==> config.mk <==
export PLATFORM = sky130hd
export DESIGN_NAME = uart_rx_monitor
export DESIGN_NICKNAME = d
export VERILOG_FILES = /design/src/rtl/uart_rx_monitor.sv
export SDC_FILE = /design/constraint.sdc
export NUM_CORES = 1
export LEC_CHECK = 0
export BUFFER_PORTS_ARGS = -buffer_cell sky130_fd_sc_hd__clkbuf_2
export CORE_ASPECT_RATIO = 1.25
export CORE_MARGIN = 3
export CORE_UTILIZATION = 55
export CTS_BUF_LIST = sky130_fd_sc_hd__clkbuf_4
export CTS_CLUSTER_DIAMETER = 50
export DETAILED_ROUTE_END_ITERATION = 7
export PLACE_DENSITY = 0.84
export SYNTH_ARGS = -nofsm -noshare
export SYNTH_HDL_FRONTEND = slang
export SYNTH_SLANG_ARGS = --single-unit
export TNS_END_PERCENT = 20
==> constraint.sdc <==
create_clock -name CLK100MHZ -period 4.56 [get_ports CLK100MHZ]
set_input_delay 0.228 -clock CLK100MHZ [delete_from_list [all_inputs] [get_ports CLK100MHZ]]
set_output_delay 0.228 -clock CLK100MHZ [all_outputs]
set_load 0.02 [all_outputs]
==> src/rtl/uart_rx_monitor.sv <==
// uart_rx_monitor: UART receiver with loopback, framing-error/break handling, LED echo and line-edge counter
module uart_rx_monitor #(
  parameter int unsigned CLKS_PER_BIT = 868,
  parameter int unsigned DATA_BITS    = 8,
  parameter int unsigned LED_W        = 4,
  parameter bit          LOOPBACK_INV = 1'b0
) (
  input  logic                 CLK100MHZ,
  input  logic                 reset,
  input  logic                 uart_txd_in,
  output logic                 uart_rxd_out,
  output logic [DATA_BITS-1:0] rx_data,
  output logic                 rx_valid,
  output logic                 frame_err,
  output logic [LED_W-1:0]     led,
  output logic [15:0]          edge_cnt
);
  localparam int unsigned   TW     = (CLKS_PER_BIT > 1) ? $clog2(CLKS_PER_BIT) : 1;
  localparam logic [TW-1:0] T_HALF = TW'(CLKS_PER_BIT / 2 - 1);
  localparam logic [TW-1:0] T_FULL = TW'(CLKS_PER_BIT - 1);
  localparam logic [3:0]    I_LAST = 4'(DATA_BITS - 1);

  typedef enum logic [2:0] {S_IDLE, S_START, S_DATA, S_STOP, S_BREAK} state_t;

  state_t               r_state;
  logic [1:0]           r_sync;
  logic                 r_rxs_d;
  logic [15:0]          r_edge_cnt;
  logic [TW-1:0]        r_timer;
  logic [3:0]           r_idx;
  logic [DATA_BITS-1:0] r_shift;
  logic [DATA_BITS-1:0] r_rx_data;
  logic [LED_W-1:0]     r_led;
  logic                 r_rx_valid;
  logic                 r_frame_err;
  logic                 w_rxs;
  logic                 w_edge;

  assign w_rxs        = r_sync[1];
  assign w_edge       = w_rxs ^ r_rxs_d;
  assign uart_rxd_out = uart_txd_in ^ LOOPBACK_INV;
  assign rx_data      = r_rx_data;
  assign rx_valid     = r_rx_valid;
  assign frame_err    = r_frame_err;
  assign led          = r_led;
  assign edge_cnt     = r_edge_cnt;

  // Two-flop synchronizer (idle-high) and saturating count of synchronized line transitions
  always_ff @(posedge CLK100MHZ or negedge reset) begin
    if (!reset) begin
      r_sync     <= 2'b11;
      r_rxs_d    <= 1'b1;
      r_edge_cnt <= '0;
    end else begin
      r_sync  <= {r_sync[0], uart_txd_in};
      r_rxs_d <= w_rxs;
      if (w_edge && r_edge_cnt != 16'hFFFF)
        r_edge_cnt <= r_edge_cnt + 16'd1;
    end
  end

  // Receive FSM: mid-bit sampling from the start-bit centre, registered one-cycle pulses
  always_ff @(posedge CLK100MHZ or negedge reset) begin
    if (!reset) begin
      r_state     <= S_IDLE;
      r_timer     <= '0;
      r_idx       <= '0;
      r_shift     <= '0;
      r_rx_data   <= '0;
      r_led       <= '0;
      r_rx_valid  <= 1'b0;
      r_frame_err <= 1'b0;
    end else begin
      r_rx_valid  <= 1'b0;
      r_frame_err <= 1'b0;
      case (r_state)
        S_IDLE: begin
          if (!w_rxs) begin
            r_state <= S_START;
            r_timer <= '0;
          end
        end
        S_START: begin
          if (r_timer == T_HALF) begin
            r_timer <= '0;
            r_idx   <= '0;
            r_state <= w_rxs ? S_IDLE : S_DATA;
          end else
            r_timer <= r_timer + 1'b1;
        end
        S_DATA: begin
          if (r_timer == T_FULL) begin
            r_timer <= '0;
            r_shift <= {w_rxs, r_shift[DATA_BITS-1:1]};
            r_idx   <= r_idx + 4'd1;
            if (r_idx == I_LAST)
              r_state <= S_STOP;
          end else
            r_timer <= r_timer + 1'b1;
        end
        S_STOP: begin
          if (r_timer == T_FULL) begin
            r_timer <= '0;
            if (w_rxs) begin
              r_rx_data  <= r_shift;
              r_led      <= r_shift[LED_W-1:0];
              r_rx_valid <= 1'b1;
              r_state    <= S_IDLE;
            end else begin
              r_frame_err <= 1'b1;
              r_state     <= S_BREAK;
            end
          end else
            r_timer <= r_timer + 1'b1;
        end
        S_BREAK: begin
          if (w_rxs)
            r_state <= S_IDLE;
        end
        default: r_state <= S_IDLE;
      endcase
    end
  end
endmodule

; Word-level counts from Yosys, hierarchy flattened
; Index checks and enable logic that the tools add are counted.
[classes]
reduce_logical = 10
bitwise_logic = 1
eq_ne = 14
n_mux = 22
addsub = 3
[op_table]
columns = operator, count
row1 = $mux W10, 3
row2 = $pmux W10 S3, 1
row3 = $mux W3, 7
row4 = $add A16 B1 Y16 const B, 1
row5 = $ne A16 B16 Y1 const B, 1
row6 = $pmux W3 S5, 1
row7 = $ne A2 B2 Y1 const B, 6
row8 = $add A10 B1 Y10 const B, 1
row9 = $eq A10 B10 Y1 const B, 1
row10 = $eq A10 B9 Y1 const B, 1
row11 = $mux W4, 2
row12 = $pmux W4 S2, 1
row13 = $eq A3 B2 Y1 const B, 2
row14 = $mux W1, 6
row15 = $reduce_and A3 Y1, 2
row16 = $reduce_and A6 Y1, 1
row17 = $add A4 B1 Y4 const B, 1
row18 = $eq A4 B3 Y1 const B, 1
row19 = $reduce_and A2 Y1, 2
row20 = $eq A3 B1 Y1 const B, 1
row21 = $eq A3 B3 Y1 const B, 1
row22 = $logic_not A3 Y1, 1
row23 = $reduce_bool A3 Y1, 1
row24 = $mux W2, 1
row25 = other kinds (4), 4
[totals]
out_inout_bits = 31
word_cells = 61
reg_bits = 58

; Depth between registers and ports, before layout
[depth]
ltp_word = 4
ltp_mapped = 6
ltp_nobuf = 5

; Least setup slack after synthesis
; OpenSTA, ideal clock, no wires.
[synth_path]
path_kind = register to register
startpoint = register r_edge_cnt[2], in the netlist edge_cnt[2]
endpoint = register r_edge_cnt[1], in the netlist edge_cnt[1]
path_buffers = 1
setup_slack_ns = 2.810
arrival_ns = 1.625
path_stages_with_launch = 6
cell_sequence = dfrtp_1 -> nand4_1 -> or2_2 -> clkbuf_1 -> o21ai_1 -> mux2_2
[synth_between]
elab_chain_cells = 2
[synth_lines]
columns = item, line
row1 = start: declaration, 28  ; logic [15:0] r_edge_cnt;
row2 = start signal: assignment, 58  ; r_edge_cnt <= r_edge_cnt + 16'd1;
row3 = $ne A16 B16 Y1, 57  ; if (w_edge && r_edge_cnt != 16'hFFFF)
row4 = $logic_and A1 B1 Y1, 57
; Every way passes these cells.
; A chain may end at the register's enable or synchronous reset.

; Worst setup path in the final report
[layout_path]
startpoint = register r_state[2]
endpoint = register r_timer[3]
[layout_between]
elab_chain_cells = 4
elab_cells_between_ends = 9
cone_classes = 4 x eq/ne / 1 x mux / 4 x reduce/logical
[layout_lines]
columns = item, line
row1 = start: declaration, 25  ; state_t r_state;
row2 = start signal: assignment, 87  ; r_state <= w_rxs ? S_IDLE : S_DATA;
row3 = $eq A3 B2 Y1, 76  ; case (r_state)
row4 = $reduce_or A2 Y1 (no line), n/a
row5 = $reduce_bool A3 Y1 (no line), n/a
row6 = $reduce_and A2 Y1 (no line), n/a
row7 = end signal: assignment, 89  ; r_timer <= r_timer + 1'b1;
row8 = end signal: assignment, 99  ; r_timer <= r_timer + 1'b1;
row9 = end signal: assignment, 114  ; r_timer <= r_timer + 1'b1;
row10 = end: declaration, 29  ; logic [TW-1:0] r_timer;
; Several ways; a longest one is shown, not always the timed one.

==> impl_metrics.yaml <==
global_routing:
  grt_max_degree: 55
  grt_pass1_vias: 1893
  track_usage: 0.189
  use_met2: 0.327
  gr-max-usage-layer: "met2"
  grt-ovfl-total: 0
  use_met1: 0.228
  antenna_found_initial: 0
  grt_pass1_wl_um: 8490
  use_met3: 0.0361
pwr:
  pwr-share-seq: 0.571
  p_leak_nw: 1.43
  combPwrFrac: 0.149
  powerDensity_nw_per_um2: 325
  worst_ir_drop_vdd_v: 0.000152
  switching_share: 0.285
  switchingPower_uw: 275
  p_int_uw: 688
  clock_power_share: 0.279
flow_run:
  cap_viol_max_count: 0
die:
  core_um2: 4560
  start_util: 0.592
  rows: 27
  die_h_um: 84.3
  ios: 34
  die-area_um2: 5790
  die_w_um: 68.7
layout:
  n_fill_cell: 352
  drive_gt1_frac: 0.271
  utilization: 0.649
  area_growth_pct: 9.74
  final_nets: 279
  num_antenna_cells: 0
yosys:
  synth_common_cells: "dfrtp_1, nand2_1, mux2_2"
  ys_ff_latch: 54
  synth_top_area_share: 0.473
  synth_most_common_cell: "dfrtp_1"
  yosys.area.top_type: "dfrtp_1"
  syn_area_per_cell_um2: 11.2
  dominantRegCellSynth: "dfrtp_1"
  synth-async-reset-ratio: 1.00
  ys.warnings.count: 0
  syn_inst: 242
  synth_cell_type_count: 56
  synth_area_leaders: "dfrtp_1, mux2_2, xnor2_1, dfstp_2, nand2_1"
  syn_area_um2: 2700
  synth_seq_area_share: 0.502
  synth-edff-count: 0
  syn_nets: 249
clock_tree:
  cts.clk_slew.worst_paths_ns: 0.15
  cts_buffers: 5
  root_buffer: "clkbuf_4"
  h-tree-depth: 2
  post_cts_buffers: 0
  cts_sinks: 54
  clock_latency_ns: 0.37
  cts_max_path_buffers: 2
  cts_tree: "done"
critical_path:
  worstPathMaxFanout: 13
  crit_arrival_ns: 2.65
  cp.required_ns: 4.86
  critPathKind: "reg -> reg"
  end_kind: "register"
  startpoint_type: "register"
routing:
  drt_iter0_markers: 174
  final_antenna_net_count: 0
  vias_per_cell: 6.01
  wl_per_cell_um: 15.2
  drcViolationCount: 0
  vias: 1988
  dr.pass1.iters: 4
  postRouteWirelength_um: 5030
sta:
  setup_tns_ns: 0
  fmax_ghz: 0.426
  fin_skew_ns: 0.00981
  rsz0062_at_grt: "no"
  worst_slew_pin_slew_ns: 1.05
  maxSlewViolCount: 0
  max_slew_margin: 0.295
  hold_viol: 0
  setup_viol: 0
  finalCritPeriodShare: 0.515
  finalCriticalPeriod_ns: 2.35
place:
  gp_congestion: 0.788
  portBuffers: 33
  dp_hpwl_um: 3600
worst_hold_path:
  hp-class: "reg -> reg"
run_status:
  status: "finished clean"
## flip-flops by register name, indices dropped and copies added, names as in the netlist
signal / flops
edge_cnt: 16
frame_err: 1
r_idx: 4
r_rxs_d: 1
r_shift: 8
r_state: 3
r_sync: 2
r_timer: 10
rx_data: 8
rx_valid: 1
## cell usage in the layout, fill, tap and decap left out, types with 2 or more instances in the layout
master and n:
and3b_1 2, inv_1 5, nor3b_1 2, nand2_1 21, and3_1 8, nor3_1 5
o2111ai_1 2, o211ai_1 5, nand4_2 3, o21ai_0 9, clkbuf_4 6, o21ai_1 2
o22ai_1 5, and2_1 4, nor2_1 9, dfstp_2 3, dfrtp_1 51, ha_1 4
nand3_1 6, nand4_1 7, a21oi_1 8, nand4b_1 2, xnor2_1 14, dlygate4sd3_1 2
mux2_2 18, or3_1 2, mux2i_1 2, clkbuf_2 33, and4_1 3, a31oi_1 2
## per-layer routing
metal,share of wire,up-vias
met5,0,-
met1,0.41,965
met2,0.52,66
met4,0.018,0
met3,0.056,9
li1,-,948
## path summary, 6_finish.rpt
| path | startpoint | to | slack, ns | depth (start not counted) |
|---|---|---|---|---|
| worst max-delay path | r_state[2]$_DFFE_PN0P_ | r_timer[3]$_DFFE_PN0P_ | 2.21 | 4 |
| worst min-delay path | r_sync[0]$_DFF_PN1_ | r_sync[1]$_DFF_PN1_ | 0.37 | 0 |
| worst max register to register | r_state[2]$_DFFE_PN0P_ | r_timer[3]$_DFFE_PN0P_ | 2.21 | 4 |
| worst min register to register | r_sync[0]$_DFF_PN1_ | r_sync[1]$_DFF_PN1_ | 0.37 | 0 |
| max in group asynchronous | reset | r_idx[1]$_DFFE_PN0P_ | 3.63 | 3 |
| min in group asynchronous | reset | rx_data[5]$_DFFE_PN0P_ | 0.49 | 3 |
## cell type report
class	instances	area [um^2]	share of cell area
Clock buffer	6	45.0	0.0152
Clock inverter	2	37.5	0.0127
Inverter	5	18.8	0.00634
Multi-Input combinational cell	170	1240	0.419
Sequential cell	54	1360	0.458
Tap cell	58	72.6	0.0245
Timing Repair Buffer	36	193	0.0651
## through the flow
step                hold WS, ns  setup WS, ns  power [mW]  cell area, um^2  std cells
finish                    0.367          2.21       0.963             2960        331
global route              0.375          2.01        1.01             2960        331
CTS                       0.369          2.22       0.969             2960        331
detailed placement        0.329          2.25       0.701             2860        321
global placement          0.328          2.29       0.696             2860        321
floorplan               -0.0676          2.81       0.645             2700        242
## power by group through the flow
stage	registers [mW]	logic (mW)	clock network, mW
finish	0.550	0.144	0.269
global route	0.557	0.161	0.294
CTS	0.549	0.145	0.274
detailed placement	0.559	0.142	0
global placement	0.557	0.138	0
floorplan	0.586	0.0591	0
## critical path: stages, from the launching register on
cell,delay (ns)
dfrtp_1,0.52
or3b_1,0.44
a31oi_1,0.78
nor2_1,0.28
o211ai_1,0.26
## cells by family after synthesis
kind of cell    count (synthesis)  synth area share
flops                          54             0.502
simple gates                   86             0.195
compound gates                 45             0.115
xor+xnor                       15            0.0487
buf+inv                        18            0.0385
fa+ha+maj                       4            0.0185
mux                            20            0.0825
## repair_timing
action | 4_1_cts | 5_1_grt
hold buffers | 2 | 0
hold endpoints to repair | 52 | 0
resized for setup | 0 | 0
No activity file was read; power rests on OpenSTA's default activity.
